File: config.mk
export PLATFORM = sky130hd
export DESIGN_NAME = dff_pipe_sync
export DESIGN_NICKNAME = d
export VERILOG_FILES = /design/src/rtl/dff_pipe_sync.sv
export SDC_FILE = /design/constraint.sdc
export NUM_CORES = 1
export LEC_CHECK = 0
export CAP_MARGIN = 20
export CORE_MARGIN = 2
export CORE_UTILIZATION = 45
export CTS_BUF_LIST = sky130_fd_sc_hd__clkbuf_4 sky130_fd_sc_hd__clkbuf_8
export CTS_CLUSTER_SIZE = 12
export DETAILED_ROUTE_END_ITERATION = 10
export PLACE_DENSITY = 0.78
export RECOVER_POWER = 50
export SLEW_MARGIN = 40
export SYNTH_ARGS = -nofsm -noshare
export SYNTH_HDL_FRONTEND = slang
export SYNTH_SLANG_ARGS = --single-unit
File: constraint.sdc
create_clock -name clk -period 1.8 [get_ports clk]
set_input_delay 0.36 -clock clk [delete_from_list [all_inputs] [get_ports clk]]
set_output_delay 0.36 -clock clk [all_outputs]
set_load 0.02 [all_outputs]
File: src/rtl/dff_pipe_sync.sv
// Elastic register pipeline: DEPTH stages of WIDTH bits with per-stage valid,
// valid/ready handshake, bubble collapse, synchronous flush and occupancy count.
module dff_pipe_sync #(
  parameter int              WIDTH     = 8,
  parameter int              DEPTH     = 3,
  parameter logic [WIDTH-1:0] RESET_VAL = '0
) (
  input  logic                       clk,
  input  logic                       reset,
  input  logic                       clear,
  input  logic [WIDTH-1:0]           in_data,
  input  logic                       in_valid,
  output logic                       in_ready,
  output logic [WIDTH-1:0]           out_data,
  output logic                       out_valid,
  input  logic                       out_ready,
  output logic [$clog2(DEPTH+1)-1:0] count
);

  localparam int CW = $clog2(DEPTH + 1);

  logic [WIDTH-1:0] data_q  [DEPTH];
  logic [WIDTH-1:0] stage_d [DEPTH];
  logic [DEPTH-1:0] valid_q;
  logic [DEPTH-1:0] stage_v;
  logic [DEPTH-1:0] adv;

  // A stage may advance if it is empty or everything downstream of it can move.
  always_comb begin : adv_chain
    logic ripple;
    // NOTE: every bit gets a default before the loop, so no latch can be inferred.
    adv    = '0;
    ripple = out_ready;
    for (int i = DEPTH - 1; i >= 0; i--) begin
      ripple = ~valid_q[i] | ripple;
      adv[i] = ripple;
    end
  end

  always_comb begin
    stage_v[0] = in_valid;
    stage_d[0] = in_data;
    for (int i = 1; i < DEPTH; i++) begin
      stage_v[i] = valid_q[i-1];
      stage_d[i] = data_q[i-1];
    end
  end

  always_ff @(posedge clk or negedge reset) begin
    if (!reset) begin
      valid_q <= '0;
      // NOTE: data registers are reset as well, so out_data shows RESET_VAL straight out of reset.
      for (int i = 0; i < DEPTH; i++) begin
        data_q[i] <= RESET_VAL;
      end
    end else if (clear) begin
      valid_q <= '0;
    end else begin
      // NOTE: non-blocking so each stage captures its upstream neighbour's pre-edge value.
      for (int i = 0; i < DEPTH; i++) begin
        if (adv[i]) begin
          valid_q[i] <= stage_v[i];
          // Bubbles leave the data register untouched to avoid needless toggling.
          if (stage_v[i]) begin
            data_q[i] <= stage_d[i];
          end
        end
      end
    end
  end

  always_comb begin
    count = '0;
    for (int i = 0; i < DEPTH; i++) begin
      count = count + CW'(valid_q[i]);
    end
  end

  assign in_ready  = adv[0] & ~clear;
  assign out_valid = valid_q[DEPTH-1] & ~clear;
  assign out_data  = data_q[DEPTH-1];

endmodule
==> impl_metrics.py <==
metrics = {
    "clocking": {
        "clk-insertion-delay-late_ps": 330,
        "root_buffer": "clkbuf_4",
        "clk_pin_slew_ps": 150,
        "cts_max_level": 1,
        "cts_buffer_depth": 2,
        "post_cts_buffers": 0,
        "numCtsBuffers": 3,
        "cts_sinks": 27,
        "cts_tree": "yes",
    },
    "placement": {
        "dp_slack_ps": -278.3,
        "io_buffers": 24,
        "dp_cells": 130,
        "hpwl_um": 1310,
        "place.gp.congestion": 0.6534,
    },
    "synthesis": {
        "synthSimpleGateAreaFrac": 0.05388,
        "synthTopCellsByArea": "dfrtp_1 58%, mux2_2 16%, mux2_4 10%",
        "synth_top_family_by_area": "multiplexers",
        "synth-adder-area-share": 0.01724,
        "synth_edf_count": 0,
        "synth_top_cell_by_area": "dfrtp_1",
        "ys_ff_latch": 27,
        "netlist_instances": 76,
        "synth_xor_area_frac": 0,
        "synth-main-ff-cell": "dfrtp_1",
        "yosysMostFrequentCell": "dfrtp_1",
        "synth_cell_type_count": 16,
        "ys_warn_count": 0,
        "synth_top_area_share": 0.5819,
        "async_reset_ff_frac": 1.000,
        "syn_nets": 90,
        "syn_area_um2": 1161,
        "synth-compound-area-share": 0.01616,
        "synthMuxAreaShare": 0.2586,
        "postSynthAreaPerCell_um2": 15.28,
        "ys_seq_area_frac": 0.5819,
        "synth_common_cells": "27 x dfrtp_1, 16 x mux2_2, 8 x buf_4, 8 x mux2_4, 3 x nor2_1",
    },
    "power_and_ir_drop": {
        "leakagePower_nw": 0.6774,
        "ir_drop_mv": 0.8525,
        "power.density_nw_per_um2": 1132,
    },
    "critical_path": {
        "worstPathMaxFanout": 2,
        "end_kind": "output pin",
        "crit_required_ps": 1440,
        "crit_arrival_ps": 1420,
        "startpoint_type": "flip-flop",
        "r2r-start": "valid_q[1]",
        "crit_path_start": "valid_q[2]",
        "crit_type": "reg -> out",
    },
    "drt": {
        "drc": 0,
        "routedWlPerCell_um": 11.80,
        "vias": 625,
        "wl_um": 1581,
        "avgViaCountPerCell": 4.664,
        "first_pass_iters": 1,
        "drt_iter0_markers": 0,
        "ant_nets": 0,
    },
    "die": {
        "die_area_um2": 3002,
        "fp.dieW_um": 54.80,
        "dieHeight_um": 54.80,
        "std_cell_rows": 18,
        "start_util": 0.4730,
        "coreArea_um2": 2455,
        "io_pins": 25,
    },
    "global_route": {
        "grt_pass1_wl_um": 2711,
        "antenna_found_initial": 0,
        "grt_max_degree": 28,
        "grt_pass1_vias": 619,
        "track_usage": 0.1349,
        "grt_overflow": 0,
    },
    "min_path": {
        "holdCritPathClass": "reg -> reg",
        "hold_start": "data_q[9]",
    },
    "job": {
        "max_cap_violations": 0,
    },
    "timing": {
        "skew_ps": 11.66,
        "setup_viol": 0,
        "min_period_ps": 1776,
        "slew_violations": 0,
        "tightest_slew_ps": 618.1,
        "period_share": 0.9867,
        "setup_slack_ps": 24.02,
        "rsz0062_at_grt": "yes",
        "fmax_mhz": 563.1,
        "hold_viol_final": 0,
        "whs_ps": 522.8,
        "slew_headroom": 0.5879,
    },
    "run_status": {
        "outcome": "finished, final reports clean",
    },
    "cells_and_area": {
        "antenna_cells": 0,
        "area_growth_pct": 24.89,
        "drive_above_1_share": 0.3942,
        "stdcell_count": 134,
        "nNetsFinal": 119,
    },
}
==> worst paths after layout <==
path | endpoint | slack [ps] | cells past startpoint
max | count[0] | 20 | 2
max in group asynchronous | out_data[3] | 840 | 2
min in group asynchronous | data_q[15] | 540 | 2
min | data_q[9] | 520 | 1
max reg2reg | data_q[19] | 110 | 6
min reg2reg | data_q[9] | 520 | 1
==> registers in the layout (all words and copies together), names as in the netlist <==
signal    flops
valid_q       3
out_data      8
data_q       16
==> worst max-delay path: stages (launching register included) <==
cell and delay [ps]:
dfrtp_1 430, fa_1 550, buf_6 120
==> report_power, final <==
group	internal, W	switching (W)
Sequential	0.000761	0.0000856
Clock	0.0000906	0.000176
Combinational	0.000330	0.000199
==> timing repair <==
action	CTS	global route
hold buffers	0	0
resized for setup	14	3
pin swaps	0	1
setup endpoints to repair	4	2
==> kinds of logic (layout without fill, tap and decap cells) <==
family          after synthesis  count (layout)
fa+ha+maj                     1               1
flops                        27              27
mux                          24              24
compound gates                3               3
simple gates                  9               9
buf+inv                      12              40
==> metrics by stage <==
step / setup TNS [ps] / util / power [W] / cell area, µm²
final: 0 / 0.5907 / 0.001642 / 1450
after CTS: -13.41 / 0.5979 / 0.001668 / 1468
after detailed placement: -2430 / 0.5907 / 0.001409 / 1450
after global routing: -39.30 / 0.5907 / 0.001746 / 1450
after global placement: -1974 / 0.5907 / 0.001386 / 1450
after floorplan: 0 / - / 0.001254 / 1161
==> placed cells by master, fill, tap and decap left out, drive strengths merged, types with 2 or more instances in the layout <==
| cell type | count |
|---|---|
| a21oi | 2 |
| buf | 10 |
| clkbuf | 6 |
| clkdlybuf4s50 | 19 |
| dfrtp | 27 |
| inv | 3 |
| mux2 | 24 |
| nor2 | 3 |
| nor2b | 3 |
==> per-layer routing <==
layer / global-route usage / vias to the layer above / part of all wire
met3: 0.05738 / 4 / 0.063
li1: - / 311 / -
met4: 0.05000 / 0 / 0.011
met5: 0 / - / 0
met2: 0.2143 / 15 / 0.50
met1: 0.1619 / 295 / 0.42
==> area by class of cell <==
class                      count  area (µm²)
clock buffer                   3       22.52
clock inverter                 1       8.758
fill                         201        1005
inverter                       2       7.507
multi-input combinational     37       396.6
sequential                    27       675.6
tap                           30       37.54
timing repair buffer          34       301.5
Note: power is estimated with default switching activity, not from simulation.
